--- config.mk ---
export PLATFORM = sky130hd
export DESIGN_NAME = usb_bus_state_ctrl_flat
export DESIGN_NICKNAME = d
export VERILOG_FILES = /design/src/rtl/usb_bus_state_ctrl_if.sv /design/src/rtl/usb_bus_state_ctrl.sv /design/src/flat_wrapper.sv
export SDC_FILE = /design/constraint.sdc
export NUM_CORES = 1
export LEC_CHECK = 0
export CORE_MARGIN = 3
export CORE_UTILIZATION = 38
export CTS_BUF_LIST = sky130_fd_sc_hd__clkbuf_8
export DETAILED_ROUTE_END_ITERATION = 12
export SYNTH_ARGS = -nofsm -noshare
export SYNTH_HDL_FRONTEND = slang
export SYNTH_SLANG_ARGS = --single-unit
--- constraint.sdc ---
create_clock -name clk -period 4.2 [get_ports clk]
set_input_delay 1.05 -clock clk [delete_from_list [all_inputs] [get_ports clk]]
set_output_delay 1.05 -clock clk [all_outputs]
set_load 0.01 [all_outputs]
--- src/rtl/usb_bus_state_ctrl_if.sv ---
// Bus-side signal bundle of the USB bus-state controller.
// The controller takes the slave view; the device core or a testbench takes the master view.
interface usb_bus_state_ctrl_if;
    logic usb_p_rx;
    logic usb_n_rx;
    logic wake_req;
    logic wake_ack;
    logic usb_reset;
    logic suspend;
    logic resume;
    logic usb_tx_en;
    logic usb_p_tx;
    logic usb_n_tx;

    modport slave (
        input  usb_p_rx,
        input  usb_n_rx,
        input  wake_req,
        output wake_ack,
        output usb_reset,
        output suspend,
        output resume,
        output usb_tx_en,
        output usb_p_tx,
        output usb_n_tx
    );

    modport master (
        output usb_p_rx,
        output usb_n_rx,
        output wake_req,
        input  wake_ack,
        input  usb_reset,
        input  suspend,
        input  resume,
        input  usb_tx_en,
        input  usb_p_tx,
        input  usb_n_tx
    );
endinterface

--- src/rtl/usb_bus_state_ctrl.sv ---
// Full-speed USB bus-state controller: line classification, bus reset, suspend,
// host resume and device remote wakeup sequencing.
module usb_bus_state_ctrl #(
    parameter int unsigned RESET_CYCLES      = 30000,
    parameter int unsigned SUSPEND_CYCLES    = 144000,
    parameter int unsigned WAKE_IDLE_CYCLES  = 240000,
    parameter int unsigned WAKE_DRIVE_CYCLES = 48000,
    parameter int unsigned CNT_W             = 18
) (
    input  logic                 clk,
    input  logic                 reset_n,
    usb_bus_state_ctrl_if.slave  bus
);

    localparam logic [1:0] LineSe0 = 2'b00;
    localparam logic [1:0] LineK   = 2'b01;
    localparam logic [1:0] LineJ   = 2'b10;

    localparam logic [CNT_W-1:0] ResetThr   = CNT_W'(RESET_CYCLES);
    localparam logic [CNT_W-1:0] SuspendThr = CNT_W'(SUSPEND_CYCLES);
    localparam logic [CNT_W-1:0] WakeIdle   = CNT_W'(WAKE_IDLE_CYCLES);
    localparam logic [CNT_W-1:0] DriveLast  = CNT_W'(WAKE_DRIVE_CYCLES - 1);
    localparam logic [CNT_W-1:0] CntOne     = CNT_W'(1);
    localparam logic [CNT_W-1:0] CntMax     = '1;

    typedef enum logic [2:0] {
        StActive,
        StBusReset,
        StSuspended,
        StRemoteWake,
        StResuming
    } state_e;

    state_e           r_state;
    state_e           w_state_nxt;
    logic [1:0]       r_line;
    logic [1:0]       w_line;
    logic [CNT_W-1:0] r_line_cnt;
    logic [CNT_W-1:0] w_line_cnt_nxt;
    logic [CNT_W-1:0] r_sus_cnt;
    logic [CNT_W-1:0] w_sus_cnt_nxt;
    logic             r_resume;
    logic             w_resume_nxt;
    logic             w_ack;
    logic             w_reset_thr;
    logic             w_idle_thr;
    logic             w_smp_se0;
    logic             w_smp_k;
    logic             w_smp_j;
    logic             w_wake_ok;

    assign w_line    = {bus.usb_p_rx, bus.usb_n_rx};
    assign w_smp_se0 = (w_line == LineSe0);
    assign w_smp_k   = (w_line == LineK);
    assign w_smp_j   = (w_line == LineJ);

    // Long-run thresholds come from the registered line and its run length; single-sample
    // exits (K, J, non-SE0) act on the sample being taken at this edge.
    assign w_reset_thr = (r_line == LineSe0) && (r_line_cnt >= ResetThr);
    assign w_idle_thr  = (r_line == LineJ) && (r_line_cnt >= SuspendThr);
    assign w_wake_ok   = bus.wake_req && (r_sus_cnt >= WakeIdle);

    always_comb begin
        w_line_cnt_nxt = CntOne;
        if (w_line == r_line) begin
            w_line_cnt_nxt = (r_line_cnt == CntMax) ? r_line_cnt : r_line_cnt + 1'b1;
        end
    end

    always_comb begin
        w_state_nxt  = r_state;
        w_ack        = 1'b0;
        w_resume_nxt = 1'b0;
        unique case (r_state)
            StActive: begin
                if (w_reset_thr) begin
                    w_state_nxt = StBusReset;
                end else if (w_idle_thr) begin
                    w_state_nxt = StSuspended;
                end
            end
            StBusReset: begin
                if (!w_smp_se0) begin
                    w_state_nxt = StActive;
                end
            end
            StSuspended: begin
                if (w_reset_thr) begin
                    w_state_nxt = StBusReset;
                end else if (w_smp_k) begin
                    w_state_nxt = StResuming;
                end else if (w_wake_ok) begin
                    w_state_nxt = StRemoteWake;
                    w_ack       = 1'b1;
                end
            end
            StRemoteWake: begin
                if (r_sus_cnt >= DriveLast) begin
                    w_state_nxt = StResuming;
                end
            end
            StResuming: begin
                if (w_reset_thr) begin
                    w_state_nxt = StBusReset;
                end else if (w_smp_j) begin
                    w_state_nxt  = StActive;
                    w_resume_nxt = 1'b1;
                end
            end
            default: begin
                w_state_nxt = StActive;
            end
        endcase
    end

    // sus_cnt times both the idle period and the K drive; it restarts on every state change.
    always_comb begin
        w_sus_cnt_nxt = '0;
        if ((w_state_nxt == r_state)
            && ((r_state == StSuspended) || (r_state == StRemoteWake))) begin
            w_sus_cnt_nxt = (r_sus_cnt == CntMax) ? r_sus_cnt : r_sus_cnt + 1'b1;
        end
    end

    always_ff @(posedge clk) begin
        if (!reset_n) begin
            r_state    <= StActive;
            r_line     <= LineJ;
            r_line_cnt <= '0;
            r_sus_cnt  <= '0;
            r_resume   <= 1'b0;
        end else begin
            r_state    <= w_state_nxt;
            r_line     <= w_line;
            r_line_cnt <= w_line_cnt_nxt;
            r_sus_cnt  <= w_sus_cnt_nxt;
            r_resume   <= w_resume_nxt;
        end
    end

    assign bus.wake_ack  = w_ack & reset_n;
    assign bus.usb_reset = (r_state == StBusReset);
    assign bus.suspend   = (r_state == StSuspended) || (r_state == StRemoteWake)
                           || (r_state == StResuming);
    assign bus.resume    = r_resume;
    assign bus.usb_tx_en = (r_state == StRemoteWake);
    assign bus.usb_p_tx  = 1'b0;
    assign bus.usb_n_tx  = (r_state == StRemoteWake);

endmodule

--- src/flat_wrapper.sv ---
// flat-port wrapper written by rule: the top's interface ports become plain ports
module usb_bus_state_ctrl_flat 
#(
    parameter int unsigned RESET_CYCLES      = 30000,
    parameter int unsigned SUSPEND_CYCLES    = 144000,
    parameter int unsigned WAKE_IDLE_CYCLES  = 240000,
    parameter int unsigned WAKE_DRIVE_CYCLES = 48000,
    parameter int unsigned CNT_W             = 18
)
  (clk, reset_n, bus_usb_p_rx, bus_usb_n_rx, bus_wake_req, bus_wake_ack, bus_usb_reset, bus_suspend, bus_resume, bus_usb_tx_en, bus_usb_p_tx, bus_usb_n_tx);
  usb_bus_state_ctrl_if bus_i ();
  input  logic clk;
  input  logic reset_n;
  input wire logic [$bits(bus_i.usb_p_rx)-1:0] bus_usb_p_rx;
  input wire logic [$bits(bus_i.usb_n_rx)-1:0] bus_usb_n_rx;
  input wire logic [$bits(bus_i.wake_req)-1:0] bus_wake_req;
  output wire logic [$bits(bus_i.wake_ack)-1:0] bus_wake_ack;
  output wire logic [$bits(bus_i.usb_reset)-1:0] bus_usb_reset;
  output wire logic [$bits(bus_i.suspend)-1:0] bus_suspend;
  output wire logic [$bits(bus_i.resume)-1:0] bus_resume;
  output wire logic [$bits(bus_i.usb_tx_en)-1:0] bus_usb_tx_en;
  output wire logic [$bits(bus_i.usb_p_tx)-1:0] bus_usb_p_tx;
  output wire logic [$bits(bus_i.usb_n_tx)-1:0] bus_usb_n_tx;
  assign bus_i.usb_p_rx = bus_usb_p_rx;
  assign bus_i.usb_n_rx = bus_usb_n_rx;
  assign bus_i.wake_req = bus_wake_req;
  assign bus_wake_ack = bus_i.wake_ack;
  assign bus_usb_reset = bus_i.usb_reset;
  assign bus_suspend = bus_i.suspend;
  assign bus_resume = bus_i.resume;
  assign bus_usb_tx_en = bus_i.usb_tx_en;
  assign bus_usb_p_tx = bus_i.usb_p_tx;
  assign bus_usb_n_tx = bus_i.usb_n_tx;
  usb_bus_state_ctrl #(.RESET_CYCLES(RESET_CYCLES), .SUSPEND_CYCLES(SUSPEND_CYCLES), .WAKE_IDLE_CYCLES(WAKE_IDLE_CYCLES), .WAKE_DRIVE_CYCLES(WAKE_DRIVE_CYCLES), .CNT_W(CNT_W)) u_core (.clk(clk), .reset_n(reset_n), .bus(bus_i));
endmodule
==> results of run 1 <==
critical path, cell delays in order:
cell	delay, ns
clkdlybuf4s50_1	0.48
nor2b_1	0.19
nor2_1	0.17
nand4_2	0.19
nor2_1	0.15
clkdlybuf4s50_1	0.54
metal layers:
layer  part of all wire [%]  routed length [µm]  up-vias
met1                     53                2710      938
met4                    1.7                  86        0
met2                     42                2150       34
met5                      0                   0        -
li1                       -                   -     1053
met3                    2.4                 124        6
registers in the layout (all words and copies together), names as in the netlist:
signal and cells:
u_core.r_line_cnt 18, u_core.r_sus_cnt 18, u_core.r_state 3, u_core.r_line 2, u_core.bus.resume 1
stage by stage:
step           instance area (µm²)  setup WS, ns
2_1_floorplan                 2570          1.46
3_3_place_gp                  2660         0.408
3_5_place_dp                  2660         0.392
4_1_cts                       2770         0.379
5_1_grt                       2770         0.273
6_report                      2770         0.387
worst max path at each step:
stage | from | endpoint | slack (ns) | cells after the start
after floorplan | bus_usb_n_rx | bus_wake_ack | 1.46 | 4
after global placement | bus_usb_n_rx | bus_wake_ack | 0.41 | 6
after detailed placement | bus_usb_n_rx | bus_wake_ack | 0.39 | 6
after CTS | bus_usb_n_rx | bus_wake_ack | 0.38 | 6
after global routing | bus_usb_p_rx | bus_wake_ack | 0.27 | 6
final | bus_usb_n_rx | bus_wake_ack | 0.39 | 6
power by group through the flow:
stage	clock network, mW	logic (mW)	registers, mW
floorplan	0	0.0131	0.412
global placement	0	0.0200	0.412
detailed placement	0	0.0201	0.412
CTS	0.322	0.0202	0.403
global route	0.337	0.0226	0.403
finish	0.313	0.0200	0.403
layout make-up:
type	count	area share (%)
clock buffers	5	2.49
clock inverters	3	1.36
inverters	6	0.814
multi-input cells	227	57.8
flip-flops and latches	42	30.4
well taps	77	3.48
repair buffers	10	3.62
placed cells by master (no fill, tap or decap), types with 3 or more instances in the layout:
master           synthesis  final
a211oi_1                 8      8
a21oi_1                 15     15
and2_1                   3      3
and2_2                   3      3
clkbuf_8                 0      5
clkdlybuf4s50_1          0     10
dfxtp_1                 42     42
ha_1                     4      4
inv_1                    6      8
mux2i_1                  5      5
nand2_1                 29     29
nand2b_1                 7      7
nand3_1                 11     11
nand4_1                  6      6
nor2_1                  21     21
nor2b_1                  4      4
nor3_1                  17     17
nor3_2                  11     11
o21ai_0                 10     10
o41ai_1                  3      3
or3_1                    5      5
xnor2_1                 13     13
xor2_1                   7      7
cell families after synthesis:
family	Yosys count	share of synthesized area, %
and+or+nand+nor	141	34.2
adders and majority gates	4	1.95
DFF	42	32.8
muxes	5	1.95
xor gates and xnor gates	20	6.83
AOI/OAI and AO/OA	56	17.3
other	1	0.146
buffers and inverters	17	4.88
synthesized netlist by cell type, drive strengths merged, types with 2 or more instances:
master   number  share of area (%)
nor2         21                3.1
and2          7                2.0
or4           2               0.58
o21ai        11                2.3
nor4          2                1.1
a21oi        16                3.3
or3           5                1.2
nand2        29                4.2
o2111ai       2                1.4
nand4         8                2.4
and4          3                1.2
and3          4                1.4
ha            4                2.0
xnor2        13                4.4
nor3         29                8.2
a2111oi       2                1.7
dfxtp        42                 33
a21o          3               0.93
xor2          7                2.4
o41ai         3                1.0
inv           6               0.88
a211oi        9                2.8
mux2i         5                2.0
nor2b         4               0.97
buf          10                3.9
nand3        13                2.9
nand2b        7                1.7
==> results.py, run 1 <==
metrics = {
    "sta": {
        "rsz0062_at_grt": "no",
        "setup_tns_ns": 0,
        "tightest_slew_ns": 0.969,
        "setup_viol": 0,
        "hold_viol": 0,
        "maxSlewHeadroom_pct": 34.8,
        "final.setup_skew_ns": 0.0119,
        "holdWs_ns": 0.528,
        "period_minus_slack_ns": 3.81,
        "slew_viol_final": 0,
        "max_freq_ghz": 0.262,
        "fin_crit_sh_pct": 90.8,
    },
    "floorplan": {
        "num_rows": 29,
        "core_region_area_um2": 6460,
        "boundaryPins": 12,
        "fp.dieArea_um2": 7770,
        "die_h_um": 88.2,
        "start_util_pct": 39.7,
        "die_width_um": 88.2,
    },
    "job": {
        "drv_cap": 0,
    },
    "global_routing": {
        "grt_pass1_vias": 1842,
        "met2_usage_pct": 20.5,
        "grt_start_max_net_pins": 20,
        "use_met3_pct": 3.10,
        "grt_pass1_wl_mm": 8.69,
        "antenna_found_initial": 0,
        "grt_busiest_layer": "met1",
        "track_usage_pct": 14.1,
        "gr-total-overflow": 0,
        "grt_use_met1_pct": 20.6,
    },
    "power": {
        "clkPwrFrac_pct": 42.6,
        "p_comb_share_pct": 2.7,
        "leakage_nw": 0.866,
        "p_int_mw": 0.582,
        "switching_share_pct": 21.0,
        "ir_worst_vdd_uv": 113,
        "p_per_area_nw_per_um2": 266,
        "p_seq_share_pct": 54.7,
        "power.switching_mw": 0.154,
        "totalPowerFinal_mw": 0.736,
    },
    "place": {
        "numPortBuffers": 10,
        "post-place-cells": 362,
        "gp_congestion": 0.808,
        "dp_hpwl_mm": 3.64,
    },
    "critical_path": {
        "crit_fanout": 5,
        "crit_type": "input pin to primary output",
        "cp.required_ns": 3.15,
        "start_kind": "input pin",
        "worst-r2r-setup-slack_ns": 2.18,
        "worst_r2r_endpoint": "u_core.r_sus_cnt[4]",
        "cp-end-kind": "primary output",
        "regToRegStartpoint": "u_core.r_line_cnt[12]",
        "rr_worst_depth": 5,
        "cp.arrival_ns": 2.76,
    },
    "cts": {
        "cts_setup_buffers": 0,
        "cts.repair.resized": 0,
        "cts_made_buffers": 5,
        "clock_path_buffers": 2,
        "root_buffer": "clkbuf_8",
        "numClockSinks": 42,
        "clk_pin_slew_ns": 0.08,
        "clk_latency_ns": 0.30,
        "cts_tree": "built",
        "cts_hold_buf": 0,
        "htreeDepth": 2,
    },
    "finish": {
        "finish.utilization_pct": 42.8,
        "multi_input_area_um2": 1600,
        "register_area_um2": 841,
        "drive_gt1_share_pct": 15.0,
        "nets": 301,
        "areaGrowthSynthToFinish_pct": 7.80,
        "antenna_cells": 0,
        "n_fill_cell": 652,
        "stdcell_count": 370,
    },
    "drt": {
        "viasPerCell": 5.49,
        "firstDrtPassIters": 4,
        "antenna_left": 0,
        "drc": 0,
        "wl_mm": 5.07,
        "drt-initial-drc-count": 130,
        "detail_route.wl_per_cell_um": 13.7,
        "vias": 2031,
    },
    "worst_hold_path": {
        "whs_path_depth": 2,
        "hold_path_class": "flop to flop",
        "min_to": "u_core.r_line_cnt[14]",
        "worstHoldStart": "u_core.r_line_cnt[14]",
    },
    "synthesis": {
        "netlist_area_um2": 2570,
        "avgSynthCellArea_um2": 8.97,
        "synthCells": 286,
        "yosysWarnings": 0,
        "async_flop_share_pct": 0,
        "ys_ff_latch": 42,
        "synth_edf_count": 0,
        "synth.distinct_cells": 64,
        "ys.flop_type": "dfxtp_1",
        "synthesis.nets": 295,
        "yosysSeqAreaShare_pct": 32.8,
    },
    "run_status": {
        "outcome": "completed",
    },
}
No activity file was read; power rests on OpenSTA's default activity.
==> run 2: changes to the inputs <==
--- a/config.mk
+++ b/config.mk
@@ -5,6 +5,7 @@
 export SDC_FILE = /design/constraint.sdc
 export NUM_CORES = 1
 export LEC_CHECK = 0
+export CORE_ASPECT_RATIO = 1.1
 export CORE_MARGIN = 3
 export CORE_UTILIZATION = 38
 export CTS_BUF_LIST = sky130_fd_sc_hd__clkbuf_8
==> run 2 against run 1 <==
  * Global-route usage decreased by 0.17 points
  * Core utilization increased by 0.84 points
  * Clock power about the same
  * Highest routed layer unchanged
  * Non-clock buffer count unchanged
==> results.py, run 2 (synthesis gave the netlist of run 1 again) <==
metrics = {
    "sta": {
        "setup_viol": 0,
        "fin_crit_sh_pct": 91.4,
        "hold_viol": 0,
        "slew_viol_final": 0,
        "setup_tns_ns": 0,
        "period_minus_slack_ns": 3.84,
        "final.setup_skew_ns": 0.0114,
        "rsz0062_at_grt": "no",
        "maxSlewHeadroom_pct": 43.5,
        "tightest_slew_ns": 0.840,
        "max_freq_ghz": 0.261,
    },
    "global_routing": {
        "antenna_found_initial": 0,
        "grt_pass1_wl_mm": 9.05,
        "gr-total-overflow": 0,
        "grt_pass1_vias": 1931,
        "track_usage_pct": 13.9,
        "grt_start_max_net_pins": 20,
    },
    "cts": {
        "clock_path_buffers": 2,
        "cts_tree": "built",
        "clk_latency_ns": 0.30,
        "clk_pin_slew_ns": 0.08,
        "cts_hold_buf": 0,
        "cts.repair.resized": 0,
        "cts_setup_buffers": 0,
        "numClockSinks": 42,
        "htreeDepth": 2,
        "root_buffer": "clkbuf_8",
        "cts_made_buffers": 5,
    },
    "critical_path": {
        "slowest_stage": "clkdlybuf4s50_1",
        "cp.arrival_ns": 2.79,
        "worst-path-buf-inv": 2,
        "cp.required_ns": 3.15,
        "max_stage_delay_ns": 0.54,
        "crit_type": "input pin to primary output",
        "path_cells": "clkdlybuf4s50_1 > nor2b_1 > nor2_1 > nand4_2 > nor2_1 > clkdlybuf4s50_1",
        "crit_fanout": 5,
        "critPathTopFamily": "buffers and inverters",
        "start_kind": "input pin",
        "cp-end-kind": "primary output",
    },
    "finish": {
        "drive_gt1_share_pct": 15.0,
        "layout_common_cells": "42 x dfxtp_1, 29 x nand2_1, 21 x nor2_1",
        "areaGrowthSynthToFinish_pct": 7.95,
        "nets": 301,
        "layout_commonest_cell": "dfxtp_1",
        "antenna_cells": 0,
        "finish.utilization_pct": 43.7,
        "reg_top3": "u_core.r_line_cnt (18), u_core.r_sus_cnt (18), u_core.r_state (3)",
        "n_fill_cell": 636,
    },
    "worst_hold_path": {
        "hold_path_class": "flop to flop",
    },
    "drt": {
        "viasPerCell": 5.45,
        "detail_route.wl_per_cell_um": 13.7,
        "vias": 2033,
        "firstDrtPassIters": 4,
        "wl_mm": 5.10,
        "drc": 0,
        "drt-initial-drc-count": 138,
        "antenna_left": 0,
    },
    "power": {
        "p_comb_share_pct": 2.7,
        "p_int_mw": 0.582,
        "clkPwrFrac_pct": 42.6,
        "p_seq_share_pct": 54.7,
        "p_per_area_nw_per_um2": 266,
        "ir_worst_vdd_uv": 146,
        "power.switching_mw": 0.154,
        "switching_share_pct": 21.0,
        "leakage_nw": 0.866,
    },
    "run_status": {
        "outcome": "completed",
    },
    "floorplan": {
        "die_h_um": 92.2,
        "core_region_area_um2": 6340,
        "die_width_um": 84.4,
        "boundaryPins": 12,
        "start_util_pct": 40.5,
        "num_rows": 30,
        "fp.dieArea_um2": 7780,
    },
    "place": {
        "numPortBuffers": 10,
        "dp_hpwl_mm": 3.71,
        "gp_congestion": 0.801,
    },
    "job": {
        "drv_cap": 0,
    },
}
-- run 2: cell counts in the layout (fill, tap and decap cells not counted) --
No cell type changed its count.
-- run 2: worst register-to-register path, delay by kind of cell (launching register included) --
kind             cells  cell delay (ns)
AO/OA/AOI/OAI        3             1.21
flip-flops           1             0.43
AND/OR/NAND/NOR      2             0.28
-- run 2: layer usage --
metal	part of all wire (%)	wire [µm]	global-route usage, %	up-vias
met2	45	2280	21.4	26
met5	0	0	0	-
met4	1.6	84	5.01	0
met1	51	2600	19.3	946
li1	-	-	-	1054
met3	2.6	134	2.79	7
-- run 2: metrics by stage --
step | hold WS, ns | std cells | setup slack, ns | instance area, µm² | power, mW
6_report | 0.530 | 373 | 0.362 | 2770 | 0.736
5_1_grt | 0.564 | 373 | 0.228 | 2770 | 0.769
4_1_cts | 0.529 | 373 | 0.352 | 2770 | 0.745
3_5_place_dp | 0.518 | 365 | 0.366 | 2660 | 0.432
3_3_place_gp | 0.500 | 365 | 0.428 | 2660 | 0.432
2_1_floorplan | 0.482 | 286 | 1.46 | 2570 | 0.425
-- run 2: power by group through the flow --
stage	Sequential (mW)	Combinational [mW]	Clock (mW)
after detailed placement	0.412	0.0201	0
after global routing	0.403	0.0225	0.343
after floorplan	0.412	0.0131	0
final	0.403	0.0199	0.313
after global placement	0.412	0.0198	0
after CTS	0.403	0.0202	0.322
-- run 2: path summary, 6_finish.rpt --
path	startpoint	endpoint	slack, ns	depth (start not counted)
hold / removal	u_core.r_line_cnt[15]	u_core.r_line_cnt[15]	0.53	2
setup reg to reg	u_core.r_line_cnt[12]	u_core.r_sus_cnt[17]	2.14	5
setup / recovery	bus_usb_n_rx	bus_wake_ack	0.36	6
hold reg to reg	u_core.r_line_cnt[15]	u_core.r_line_cnt[15]	0.53	2
-- run 2: final cells by class --
cell class	instances	area, µm²	area share [%]
Tap cell	80	100	3.61
Multi-Input combinational cell	227	1600	57.8
Sequential cell	42	841	30.4
Timing Repair Buffer	10	100	3.61
Clock buffer	5	68.8	2.48
Clock inverter	3	37.5	1.36
Inverter	6	22.5	0.813
==> run 3: changes to the inputs <==
--- a/config.mk
+++ b/config.mk
@@ -5,7 +5,6 @@
 export SDC_FILE = /design/constraint.sdc
 export NUM_CORES = 1
 export LEC_CHECK = 0
-export CORE_ASPECT_RATIO = 1.1
 export CORE_MARGIN = 3
 export CORE_UTILIZATION = 38
 export CTS_BUF_LIST = sky130_fd_sc_hd__clkbuf_8
==> results of run 3 <==
The final DEF is identical to that of run 1; final timing and power are the same.
